[config.mk]
export PLATFORM = sky130hd
export DESIGN_NAME = block_t_access_arbiter
export DESIGN_NICKNAME = d
export VERILOG_FILES = /design/src/rtl/block_t_access_arbiter.sv
export SDC_FILE = /design/constraint.sdc
export NUM_CORES = 1
export LEC_CHECK = 0
export BUFFER_PORTS_ARGS = -buffer_cell sky130_fd_sc_hd__buf_4
export CAP_MARGIN = 20
export CORE_MARGIN = 2
export CORE_UTILIZATION = 40
export CTS_BUF_LIST = sky130_fd_sc_hd__clkbuf_8 sky130_fd_sc_hd__clkbuf_16
export CTS_CLUSTER_SIZE = 8
export DETAILED_ROUTE_END_ITERATION = 16
export PLACE_DENSITY = 0.74
export SLEW_MARGIN = 20
export SYNTH_ARGS = -nofsm -noshare
export SYNTH_HDL_FRONTEND = slang
export SYNTH_SLANG_ARGS = --single-unit
[constraint.sdc]
create_clock -name i_clk -period 3.4 [get_ports i_clk]
set_clock_uncertainty 0.15 [all_clocks]
set_input_delay 0.34 -clock i_clk [delete_from_list [all_inputs] [get_ports i_clk]]
set_output_delay 0.34 -clock i_clk [all_outputs]
set_load 0.1 [all_outputs]
[src/rtl/block_t_access_arbiter.sv]
// Round-robin arbiter sharing the block_t AXI4-Lite slave port among N_REQ req/ack requesters.
// Optional grant locking for atomic read-modify-write is enabled by defining BLOCK_T_ARB_LOCK_EN.
module block_t_access_arbiter #(
    parameter int N_REQ      = 2,
    parameter int ADDR_WIDTH = 5,
    parameter int DATA_WIDTH = 32
) (
    input  logic                               i_clk,
    input  logic                               i_rst,
    input  logic [N_REQ-1:0]                   i_req,
    input  logic [N_REQ-1:0]                   i_req_write,
    input  logic [N_REQ*ADDR_WIDTH-1:0]        i_req_addr,
    input  logic [N_REQ*DATA_WIDTH-1:0]        i_req_wdata,
    input  logic [N_REQ*(DATA_WIDTH/8)-1:0]    i_req_strb,
    input  logic [N_REQ-1:0]                   i_lock,
    output logic [N_REQ-1:0]                   o_ack,
    output logic [DATA_WIDTH-1:0]              o_rdata,
    output logic [1:0]                         o_resp,
    output logic                               o_awvalid,
    input  logic                               i_awready,
    output logic [ADDR_WIDTH-1:0]              o_awaddr,
    output logic [2:0]                         o_awprot,
    output logic                               o_wvalid,
    input  logic                               i_wready,
    output logic [DATA_WIDTH-1:0]              o_wdata,
    output logic [DATA_WIDTH/8-1:0]            o_wstrb,
    input  logic                               i_bvalid,
    output logic                               o_bready,
    input  logic [1:0]                         i_bresp,
    output logic                               o_arvalid,
    input  logic                               i_arready,
    output logic [ADDR_WIDTH-1:0]              o_araddr,
    output logic [2:0]                         o_arprot,
    input  logic                               i_rvalid,
    output logic                               o_rready,
    input  logic [DATA_WIDTH-1:0]              i_rdata,
    input  logic [1:0]                         i_rresp
);

    localparam int STRB_WIDTH = DATA_WIDTH / 8;
    localparam int IDX_W      = (N_REQ > 1) ? $clog2(N_REQ) : 1;

    typedef enum logic [2:0] {
        S_IDLE,
        S_WR_ADDR_DATA,
        S_WR_RESP,
        S_RD_ADDR,
        S_RD_DATA,
        S_DONE
    } state_t;

    state_t                  state_q, state_d;
    logic [IDX_W-1:0]        rr_q, rr_d;
    logic [IDX_W-1:0]        grant_q, grant_d;
    logic                    write_q, write_d;
    logic [ADDR_WIDTH-1:0]   addr_q, addr_d;
    logic [DATA_WIDTH-1:0]   wdata_q, wdata_d;
    logic [STRB_WIDTH-1:0]   strb_q, strb_d;
    logic                    aw_done_q, aw_done_d;
    logic                    w_done_q, w_done_d;
    logic [DATA_WIDTH-1:0]   rdata_q, rdata_d;
    logic [1:0]              resp_q, resp_d;

    logic                    found;
    logic [IDX_W-1:0]        sel;
    int                      cand;

    // First requesting index at or after the rotating pointer, wrapping mod N_REQ.
    always_comb begin
        found = 1'b0;
        sel   = '0;
        cand  = 0;
        for (int i = 0; i < N_REQ; i++) begin
            cand = int'(rr_q) + i;
            if (cand >= N_REQ) begin
                cand = cand - N_REQ;
            end
            if (!found && i_req[cand]) begin
                found = 1'b1;
                sel   = IDX_W'(cand);
            end
        end
    end

    always_comb begin
        state_d   = state_q;
        rr_d      = rr_q;
        grant_d   = grant_q;
        write_d   = write_q;
        addr_d    = addr_q;
        wdata_d   = wdata_q;
        strb_d    = strb_q;
        aw_done_d = aw_done_q;
        w_done_d  = w_done_q;
        rdata_d   = rdata_q;
        resp_d    = resp_q;
        unique case (state_q)
            S_IDLE: begin
                if (found) begin
                    grant_d   = sel;
                    write_d   = i_req_write[sel];
                    addr_d    = i_req_addr[int'(sel)*ADDR_WIDTH +: ADDR_WIDTH];
                    wdata_d   = i_req_wdata[int'(sel)*DATA_WIDTH +: DATA_WIDTH];
                    strb_d    = i_req_strb[int'(sel)*STRB_WIDTH +: STRB_WIDTH];
                    aw_done_d = 1'b0;
                    w_done_d  = 1'b0;
                    rdata_d   = '0;
                    resp_d    = '0;
                    state_d   = i_req_write[sel] ? S_WR_ADDR_DATA : S_RD_ADDR;
                end
            end
            S_WR_ADDR_DATA: begin
                // AW and W complete independently; move on once both have been taken.
                aw_done_d = aw_done_q | i_awready;
                w_done_d  = w_done_q | i_wready;
                if (aw_done_d && w_done_d) begin
                    state_d = S_WR_RESP;
                end
            end
            S_WR_RESP: begin
                if (i_bvalid) begin
                    resp_d  = i_bresp;
                    state_d = S_DONE;
                end
            end
            S_RD_ADDR: begin
                if (i_arready) begin
                    state_d = S_RD_DATA;
                end
            end
            S_RD_DATA: begin
                if (i_rvalid) begin
                    rdata_d = i_rdata;
                    resp_d  = i_rresp;
                    state_d = S_DONE;
                end
            end
            S_DONE: begin
                state_d = S_IDLE;
                rr_d    = (grant_q == IDX_W'(N_REQ - 1)) ? '0 : grant_q + 1'b1;
`ifdef BLOCK_T_ARB_LOCK_EN
                if (i_lock[grant_q]) begin
                    rr_d = grant_q;
                end
`endif
            end
            default: state_d = S_IDLE;
        endcase
    end

`ifndef BLOCK_T_ARB_LOCK_EN
    logic unused_lock;
    assign unused_lock = ^i_lock;
`endif

    always_ff @(posedge i_clk) begin
        if (i_rst) begin
            state_q   <= S_IDLE;
            rr_q      <= '0;
            grant_q   <= '0;
            write_q   <= 1'b0;
            addr_q    <= '0;
            wdata_q   <= '0;
            strb_q    <= '0;
            aw_done_q <= 1'b0;
            w_done_q  <= 1'b0;
            rdata_q   <= '0;
            resp_q    <= '0;
        end else begin
            state_q   <= state_d;
            rr_q      <= rr_d;
            grant_q   <= grant_d;
            write_q   <= write_d;
            addr_q    <= addr_d;
            wdata_q   <= wdata_d;
            strb_q    <= strb_d;
            aw_done_q <= aw_done_d;
            w_done_q  <= w_done_d;
            rdata_q   <= rdata_d;
            resp_q    <= resp_d;
        end
    end

    always_comb begin
        o_ack = '0;
        if (state_q == S_DONE) begin
            o_ack[grant_q] = 1'b1;
        end
        o_rdata   = (state_q == S_DONE) ? rdata_q : '0;
        o_resp    = (state_q == S_DONE) ? resp_q : 2'b00;
        o_awvalid = (state_q == S_WR_ADDR_DATA) && !aw_done_q;
        o_wvalid  = (state_q == S_WR_ADDR_DATA) && !w_done_q;
        o_bready  = (state_q == S_WR_RESP);
        o_arvalid = (state_q == S_RD_ADDR);
        o_rready  = (state_q == S_RD_DATA);
        o_awaddr  = addr_q;
        o_araddr  = addr_q;
        o_wdata   = wdata_q;
        o_wstrb   = strb_q;
        o_awprot  = 3'b000;
        o_arprot  = 3'b000;
    end

endmodule
==> flow_metrics.tcl, run 1 <==
set metrics [dict create \
    netSwitchingPower_mw 3.03 \
    crit_type "reg -> out" \
    tns_ps 0 \
    switching_share 0.556 \
    final_antenna_net_count 0 \
    yosysTopAreaCellShare 0.414 \
    status "complete, no violations" \
    power.density_nw_per_um2 942 \
    ys_ff_latch 82 \
    path_max_fanout 34 \
    wl_per_cell_um 13.8 \
    grt.total_usage 0.195 \
    yosys-top-cells-area "dfxtp_1, a311oi_2, nand2_1" \
    cts-root-buf "clkbuf_8" \
    rsz0062_at_grt "no" \
    routed_wirelength_um 10800 \
    r2r_slack_ps 1130 \
    hp-class "in -> reg" \
    synthDistinctLibCells 36 \
    postCtsHoldBufs 0 \
    clock_sinks 82 \
    arrival_ps 2240 \
    syn-mean-instance-area_um2 8.67 \
    htreeDepth 3 \
    synth_warnings 0 \
    path_clk_slew_ps 80 \
    cts_setup_buffers 0 \
    synthToLayoutAreaGrowth_pct 46.0 \
    core_area_um2 9680 \
    num_vias 3832 \
    drt_iter0_drc 136 \
    fmax_mhz 366 \
    portBuffers 215 \
    start_util 0.409 \
    cts_made_buffers 9 \
    grt_pass1_wl_um 17500 \
    cts_tree "built" \
    hpwl_um 7850 \
    synth_cells 457 \
    drive_above_1_share 0.440 \
    ys_seq_area_frac 0.414 \
    syn_area_um2 3960 \
    vias_per_cell 4.89 \
    dp_slack_ps 1040 \
    seqPwrFrac 0.253 \
    power_mw 5.45 \
    tightest_slew_ps 909 \
    die_w_um 104 \
    timing.final.hold_violations 0 \
    die_h_um 104 \
    p_int_mw 2.42 \
    slew_headroom 0.394 \
    required_ps 2910 \
    place_congestion 0.793 \
    synth-async-reset-ratio 0 \
    layout_setup_ws_ps 667 \
    synth_edf_count 0 \
    dieArea_um2 10700 \
    drtPass1Iterations 4 \
    ir_worst_vdd_mv 0.645 \
    clkPwrFrac 0.140 \
    synthFlopType "dfxtp_1" \
    maxSlewViolCount 0 \
    setup_viol 0 \
    fin_nets 776 \
    fin_crit_sh 0.804 \
    grt_start_max_net_pins 75 \
    grt-ovfl-total 0 \
    synth_top_area_cell "dfxtp_1" \
    power_frac_comb 0.607 \
    p_leak_nw 2.59 \
    grt_pass1_vias 3757 \
    period_minus_slack_ps 2730 \
    antenna_found_initial 0 \
    worstSkewPairLatency_ps 330 \
    std_cell_rows 36 \
    io_pins 224 \
    cts-resized-gates 0 \
    cts_buffer_depth 2 \
    start_kind "flop" \
    max_cap_viol_count 0 \
    remaining_drc_errors 0 \
    critPathCaptureType "primary output" \
    diodes 0 \
]
## layout make-up
type / instances / area (um2)
fillers: 875 / 3900
multi-input cells: 324 / 2060
repair buffers: 222 / 1680
flip-flops and latches: 82 / 1640
well taps: 133 / 166
clock buffers: 10 / 138
clock inverters: 6 / 81.3
inverters: 6 / 22.5
## cells by family after synthesis
kind of cell / Yosys count / synth area share
AOI/OAI and AO/OA: 90 / 0.245
buffers and inverters: 56 / 0.0799
muxes: 3 / 0.00758
other: 1 / 0.000946
DFF: 82 / 0.414
and+or+nand+nor: 225 / 0.252
## per-layer routing
metal	share of wire	global-route usage	wire, um	vias up
met5	0	0	0	-
met4	0.012	0.0502	127	0
met3	0.091	0.0736	985	12
met2	0.49	0.344	5270	146
met1	0.41	0.222	4390	1743
li1	-	-	-	1931
## cells in the mapped netlist (2+ instances only)
master / count
dfxtp_1: 82
nand2b_1: 3
a22oi_1: 35
buf_4: 15
buf_6: 5
nor3_1: 2
inv_1: 6
mux2i_1: 3
buf_2: 10
nor3b_1: 2
nand2_1: 88
nor2b_1: 3
and2_1: 38
nand3_1: 2
o21ai_0: 2
clkbuf_1: 20
a311oi_2: 39
o2bb2ai_1: 2
a311oi_1: 2
nor2_1: 82
## power groups by stage
stage	logic (mW)	clock network, mW	registers (mW)
2_1_floorplan	1.40	0	2.73
6_report	3.31	0.763	1.38
4_1_cts	3.33	0.785	1.38
5_1_grt	3.45	0.832	1.41
3_5_place_dp	3.33	0	1.40
3_3_place_gp	3.29	0	1.38
## worst max-delay path, cell delays in order (launching register included)
cell	delay, ps
dfxtp_1	610
inv_1	200
nor3b_2	290
buf_4	330
and2_1	180
buf_4	290
## per-stage QoR
step	hold WS, ps	instances	area, um2	util
detailed placement	328	767	5570	0.575
floorplan	298	462	3990	-
finish	106	783	5790	0.598
CTS	94.9	783	5790	0.598
global placement	314	767	5570	0.575
global route	103	783	5790	0.598
## flip-flops by register name, indices dropped and copies added (netlist names)
signal,count
o_wdata,32
rdata_q,32
rr_q,1
o_araddr,5
grant_q,1
w_done_q,1
aw_done_q,1
o_wstrb,4
resp_q,2
state_q,3
## placed cells by master, fill, tap and decap left out, types with 3 or more instances in the layout
| master | n |
|---|---|
| nand2b_1 | 3 |
| a22oi_1 | 35 |
| nand2_1 | 88 |
| mux2i_1 | 3 |
| conb_1 | 6 |
| nor2b_1 | 3 |
| clkbuf_8 | 10 |
| and2_1 | 37 |
| a311oi_2 | 39 |
| dfxtp_1 | 82 |
| inv_1 | 7 |
| buf_4 | 221 |
| nor2_1 | 82 |
## final timing paths
check / from / to / cells after the start
worst max-delay path: state_q[0]$_SDFFE_PP0P_ / o_rdata[2] / 5
worst min-delay path: i_rdata[28] / rdata_q[28]$_SDFFE_PP0P_ / 3
worst max register to register: state_q[1]$_SDFFE_PP0P_ / o_wdata[20]$_SDFFE_PP0P_ / 5
worst min register to register: rdata_q[12]$_SDFFE_PP0P_ / rdata_q[12]$_SDFFE_PP0P_ / 2
No activity file was read; power rests on OpenSTA's default activity.
==> run 2: changes to the inputs <==
==> constraint.sdc (replaced) <==
create_clock -name i_clk -period 2.64 [get_ports i_clk]
set_clock_uncertainty 0.15 [all_clocks]
set_input_delay 0.264 -clock i_clk [delete_from_list [all_inputs] [get_ports i_clk]]
set_output_delay 0.264 -clock i_clk [all_outputs]
set_load 0.1 [all_outputs]
==> run 2 against run 1 <==
Effect of this change: power rose by 28%; via count rose by 1.1%; final cell count rose by 0.13%; utilization rose by 0.35 points; highest routed layer unchanged.
==> flow_metrics.tcl, run 2 (synthesis results as in run 1) <==
set metrics [dict create \
    postCtsHoldBufs 0 \
    slew_headroom 0.599 \
    hpwl_um 8140 \
    placed_area_um2 5620 \
    dieArea_um2 10700 \
    fin_crit_sh 0.941 \
    start_kind "flop" \
    num_vias 3876 \
    status "complete, no violations" \
    timing.final.hold_violations 0 \
    power_mw 6.98 \
    vias_per_cell 4.94 \
    p_int_mw 3.05 \
    final_core_util 0.601 \
    arrival_ps 2070 \
    power_frac_comb 0.615 \
    worstRegToRegCells 5 \
    hold_start "i_rdata[28]" \
    crit_type "reg -> out" \
    drtPass1Iterations 4 \
    diodes 0 \
    grt_pass1_vias 3782 \
    fin_nets 777 \
    wl_per_cell_um 14.0 \
    start_util 0.409 \
    p_leak_nw 2.60 \
    antenna_found_initial 0 \
    grt_pass1_wl_um 17700 \
    required_ps 2230 \
    synthToLayoutAreaGrowth_pct 46.8 \
    setup_viol 0 \
    final_common_cell "buf_4" \
    final_cell_area_um2 5820 \
    final-seq-area_um2 1640 \
    drive_above_1_share 0.444 \
    path_max_fanout 34 \
    grt_start_max_net_pins 49 \
    hold_end "rdata_q[28]$_SDFFE_PP0P_" \
    fmax_mhz 402 \
    tightest_slew_ps 600 \
    cts-root-buf "clkbuf_8" \
    ir_worst_vdd_mv 0.796 \
    fillers 887 \
    clkPwrFrac 0.131 \
    hold_depth 3 \
    grt.total_usage 0.198 \
    cts_buffer_depth 2 \
    r2r_slack_ps 490 \
    final_antenna_net_count 0 \
    std_cell_rows 36 \
    cts_tree "built" \
    cts-resized-gates 1 \
    die_h_um 104 \
    period_minus_slack_ps 2490 \
    drt_iter0_drc 111 \
    reg2reg_to "o_wdata[10]$_SDFFE_PP0P_" \
    multi_input_area_um2 2060 \
    hp-class "in -> reg" \
    routed_wirelength_um 11000 \
    path_clk_slew_ps 90 \
    grt-ovfl-total 0 \
    worstSkewPairLatency_ps 330 \
    switching_share 0.563 \
    remaining_drc_errors 0 \
    seqPwrFrac 0.254 \
    tns_ps 0 \
    rsz0062_at_grt "no" \
    critPathCaptureType "primary output" \
    die_w_um 104 \
    core_area_um2 9680 \
    netSwitchingPower_mw 3.93 \
    max_cap_viol_count 0 \
    cts_setup_buffers 0 \
    io_pins 224 \
    clock_sinks 82 \
    layout_common_cells "buf_4, nand2_1, nor2_1, dfxtp_1, a311oi_2" \
    portBuffers 215 \
    place_congestion 0.776 \
    power.density_nw_per_um2 1200 \
    maxSlewViolCount 0 \
    htreeDepth 3 \
    timing.rr.start "state_q[1]$_SDFFE_PP0P_" \
    cts_made_buffers 9 \
]
==> run 2: cell count changes in the layout (fill, tap and decap cells not counted), sizes merged <==
cell      previous run  this run
clkinv               2         1
bufinv               2         1
inv                  7         8
clkinvlp             1         2
buf                222       223
==> run 2: layout make-up <==
cell class              count  area share
well taps                 133      0.0286
flip-flops and latches     82       0.282
repair buffers            223       0.296
clock inverters             6      0.0114
inverters                   6     0.00387
clock buffers              10      0.0236
multi-input cells         324       0.354
==> run 2: critical path, cell delays in order (launching register included) <==
cell     delay, ps
dfxtp_1        590
nor3b_2        340
buf_4          320
and2_1         180
buf_4          290
==> run 2: how the worst max path moves through the flow <==
stage                       startpoint          end  slack (ps)  cells past startpoint
4_1_cts        state_q[2]$_SDFFE_PP0P_   o_rdata[5]         130                      4
6_report       state_q[2]$_SDFFE_PP0P_   o_rdata[5]         150                      4
5_1_grt        state_q[2]$_SDFFE_PP0P_   o_rdata[1]          20                      4
3_3_place_gp   state_q[0]$_SDFFE_PP0P_  o_rdata[17]         440                      5
2_1_floorplan  state_q[0]$_SDFFE_PP0P_    o_awvalid          30                      4
3_5_place_dp   state_q[0]$_SDFFE_PP0P_   o_rdata[5]         370                      5
==> run 2: through the flow <==
step	hold WS, ps	setup slack [ps]	instances
after floorplan	273	31.3	462
after global placement	321	438	768
after detailed placement	327	373	768
after CTS	4.65	132	784
after global routing	21.5	16.2	784
final	27.7	155	784
==> run 2: power groups by stage <==
stage / clock network, mW / registers (mW) / logic, mW
5_1_grt: 0.988 / 1.82 / 4.48
2_1_floorplan: 0 / 3.52 / 1.80
3_3_place_gp: 0 / 1.78 / 4.26
6_report: 0.914 / 1.77 / 4.29
4_1_cts: 0.949 / 1.78 / 4.31
3_5_place_dp: 0 / 1.79 / 4.31
==> run 2: metal layers <==
metal  GRT usage  wire, um
met5           0         0
met4      0.0598        95
met3      0.0711       990
met2       0.349      5510
met1       0.223      4390
==> run 3: changes to the inputs <==
--- a/config.mk
+++ b/config.mk
@@ -5,6 +5,7 @@
 export SDC_FILE = /design/constraint.sdc
 export NUM_CORES = 1
 export LEC_CHECK = 0
+export ABC_AREA = 0
 export BUFFER_PORTS_ARGS = -buffer_cell sky130_fd_sc_hd__buf_4
 export CAP_MARGIN = 20
 export CORE_MARGIN = 2
@@ -12,7 +13,7 @@
 export CTS_BUF_LIST = sky130_fd_sc_hd__clkbuf_8 sky130_fd_sc_hd__clkbuf_16
 export CTS_CLUSTER_SIZE = 8
 export DETAILED_ROUTE_END_ITERATION = 16
-export PLACE_DENSITY = 0.74
+export PLACE_DENSITY = 0.77
 export SLEW_MARGIN = 20
 export SYNTH_ARGS = -nofsm -noshare
 export SYNTH_HDL_FRONTEND = slang
==> constraint.sdc (replaced) <==
create_clock -name i_clk -period 2.25 [get_ports i_clk]
set_clock_uncertainty 0.15 [all_clocks]
set_input_delay 0.1125 -clock i_clk [delete_from_list [all_inputs] [get_ports i_clk]]
set_output_delay 0.1125 -clock i_clk [all_outputs]
set_load 0.1 [all_outputs]
==> run 3 against run 2 <==
Effect of this change: design area increased by 22%; worst hold slack about the same; global-route usage increased by 6.9 points; power increased by 23%; non-clock buffer count increased by 131; die area unchanged; register-to-register slack got worse by 390 ps; largest power group unchanged; clock power increased by 11%; critical path depth increased by 2.
==> flow_metrics.tcl, run 3 (synthesis results as in run 1) <==
set metrics [dict create \
    start_kind "flop" \
    cts-root-buf "clkbuf_8" \
    fin_nets 908 \
    antenna_found_initial 1 \
    fin_hold_ws_ps 27.5 \
    die_w_um 104 \
    path_clk_slew_ps 80 \
    place_congestion 0.800 \
    drive_above_1_share 0.384 \
    cts_tree "built" \
    grt_start_max_net_pins 56 \
    portBuffers 215 \
    synthToLayoutAreaGrowth_pct 79.2 \
    routed_wirelength_um 14800 \
    dieArea_um2 10700 \
    cts_buffer_depth 2 \
    core_area_um2 9680 \
    start_util 0.409 \
    crit_type "reg -> reg" \
    ir_worst_vdd_mv 0.965 \
    power.density_nw_per_um2 1210 \
    setup_viol 0 \
    cts_made_buffers 9 \
    grt_pass1_wl_um 23500 \
    std_cell_rows 36 \
    vias_per_cell 5.08 \
    status "complete, no violations" \
    worstSkewPairLatency_ps 340 \
    grt_pass1_vias 4867 \
    power_mw 8.61 \
    p_leak_nw 3.16 \
    remaining_drc_errors 0 \
    grt-ovfl-total 0 \
    io_pins 224 \
    maxSlewViolCount 0 \
    multi_input_area_um2 2070 \
    final_antenna_net_count 0 \
    final-seq-area_um2 1640 \
    grt.total_usage 0.267 \
    rsz0062_at_grt "no" \
    drt_iter0_drc 240 \
    fin_crit_sh 0.955 \
    period_minus_slack_ps 2150 \
    critPathCaptureType "flop" \
    hp-class "in -> reg" \
    timing.final.hold_violations 0 \
    arrival_ps 2280 \
    wl_per_cell_um 16.2 \
    clock_sinks 82 \
    tightest_slew_ps 644 \
    num_vias 4647 \
    htreeDepth 3 \
    path_max_fanout 11 \
    layout_common_cells "buf_4, dlygate4sd3_1, nand2_1, nor2_1, dfxtp_1" \
    fillers 617 \
    fmax_mhz 465 \
    hpwl_um 8160 \
    max_cap_viol_count 0 \
    die_h_um 104 \
    drtPass1Iterations 4 \
    slew_headroom 0.570 \
    final_common_cell "buf_4" \
    required_ps 2380 \
]
## run 3: cell count changes in the layout (fill, tap and decap cells not counted), moves of 2 or more
cell / previous run / this run
clkbuf_8: 10 / 13
clkinvlp_4: 2 / 0
clkinv_2: 0 / 2
buf_4: 219 / 230
dlygate4sd3_1: 0 / 120
## run 3: what timing repair did
| action | CTS | global route |
|---|---|---|
| pin swaps | 0 | 2 |
| cloned | 0 | 0 |
| endpoints found under the setup margin | 34 | 40 |
| buffers inserted | 0 | 6 |
| gates resized for setup | 1 | 1 |
| hold buffers | 120 | 0 |
| endpoints found under the hold margin | 78 | 0 |
## run 3: through the flow
stage / worst slack [ps] / setup TNS (ps) / area, um2 / utilization / instances
final: 101 / 0 / 7100 / 0.733 / 915
after detailed placement: 337 / 0 / 5660 / 0.584 / 773
after global routing: 10.3 / 0 / 7100 / 0.733 / 915
after CTS: 27.5 / 0 / 7050 / 0.728 / 908
after global placement: 372 / 0 / 5660 / 0.584 / 773
after floorplan: -216 / -631 / 4000 / - / 462
## run 3: routing by layer
metal / vias to the layer above / part of all wire / GRT usage
li1: 2191 / - / -
met1: 2181 / 0.38 / 0.300
met2: 226 / 0.51 / 0.456
met3: 49 / 0.082 / 0.0780
met4: 0 / 0.036 / 0.143
met5: - / 0 / 0
## run 3: area by class of cell
cell class                 count  share of cell area
clock inverter                 2             0.00141
timing repair buffer         354               0.423
clock buffer                  13              0.0252
multi-input combinational    324               0.292
tap                          133              0.0234
antenna                        1            0.000352
sequential                    82               0.231
inverter                       6             0.00317
## run 3: final timing paths
path	startpoint	end	slack, ps	depth (start not counted)
worst max register to register	state_q[0]$_SDFFE_PP0P_	o_wdata[9]$_SDFFE_PP0P_	100	6
worst max-delay path	state_q[0]$_SDFFE_PP0P_	o_wdata[9]$_SDFFE_PP0P_	100	6
worst min register to register	rdata_q[11]$_SDFFE_PP0P_	rdata_q[11]$_SDFFE_PP0P_	340	2
worst min-delay path	i_rresp[1]	resp_q[1]$_SDFFE_PP0P_	30	5
## run 3: critical path, stage by stage (launching register included)
cell           delay [ps]
dfxtp_1               310
buf_4                 170
nor3_4                240
and2_4                270
nor2_1                 80
a311oi_2              250
dlygate4sd3_1         610
## run 3: where the power goes
| part | switching (mW) | leakage [nW] | total [mW] | internal, mW |
|---|---|---|---|---|
| Combinational | 4.02 | 2.39 | 5.52 | 1.49 |
| Clock | 0.501 | 0.101 | 1.01 | 0.513 |
| Sequential | 0.260 | 0.672 | 2.07 | 1.81 |
| Total | 4.78 | 3.16 | 8.61 | 3.82 |
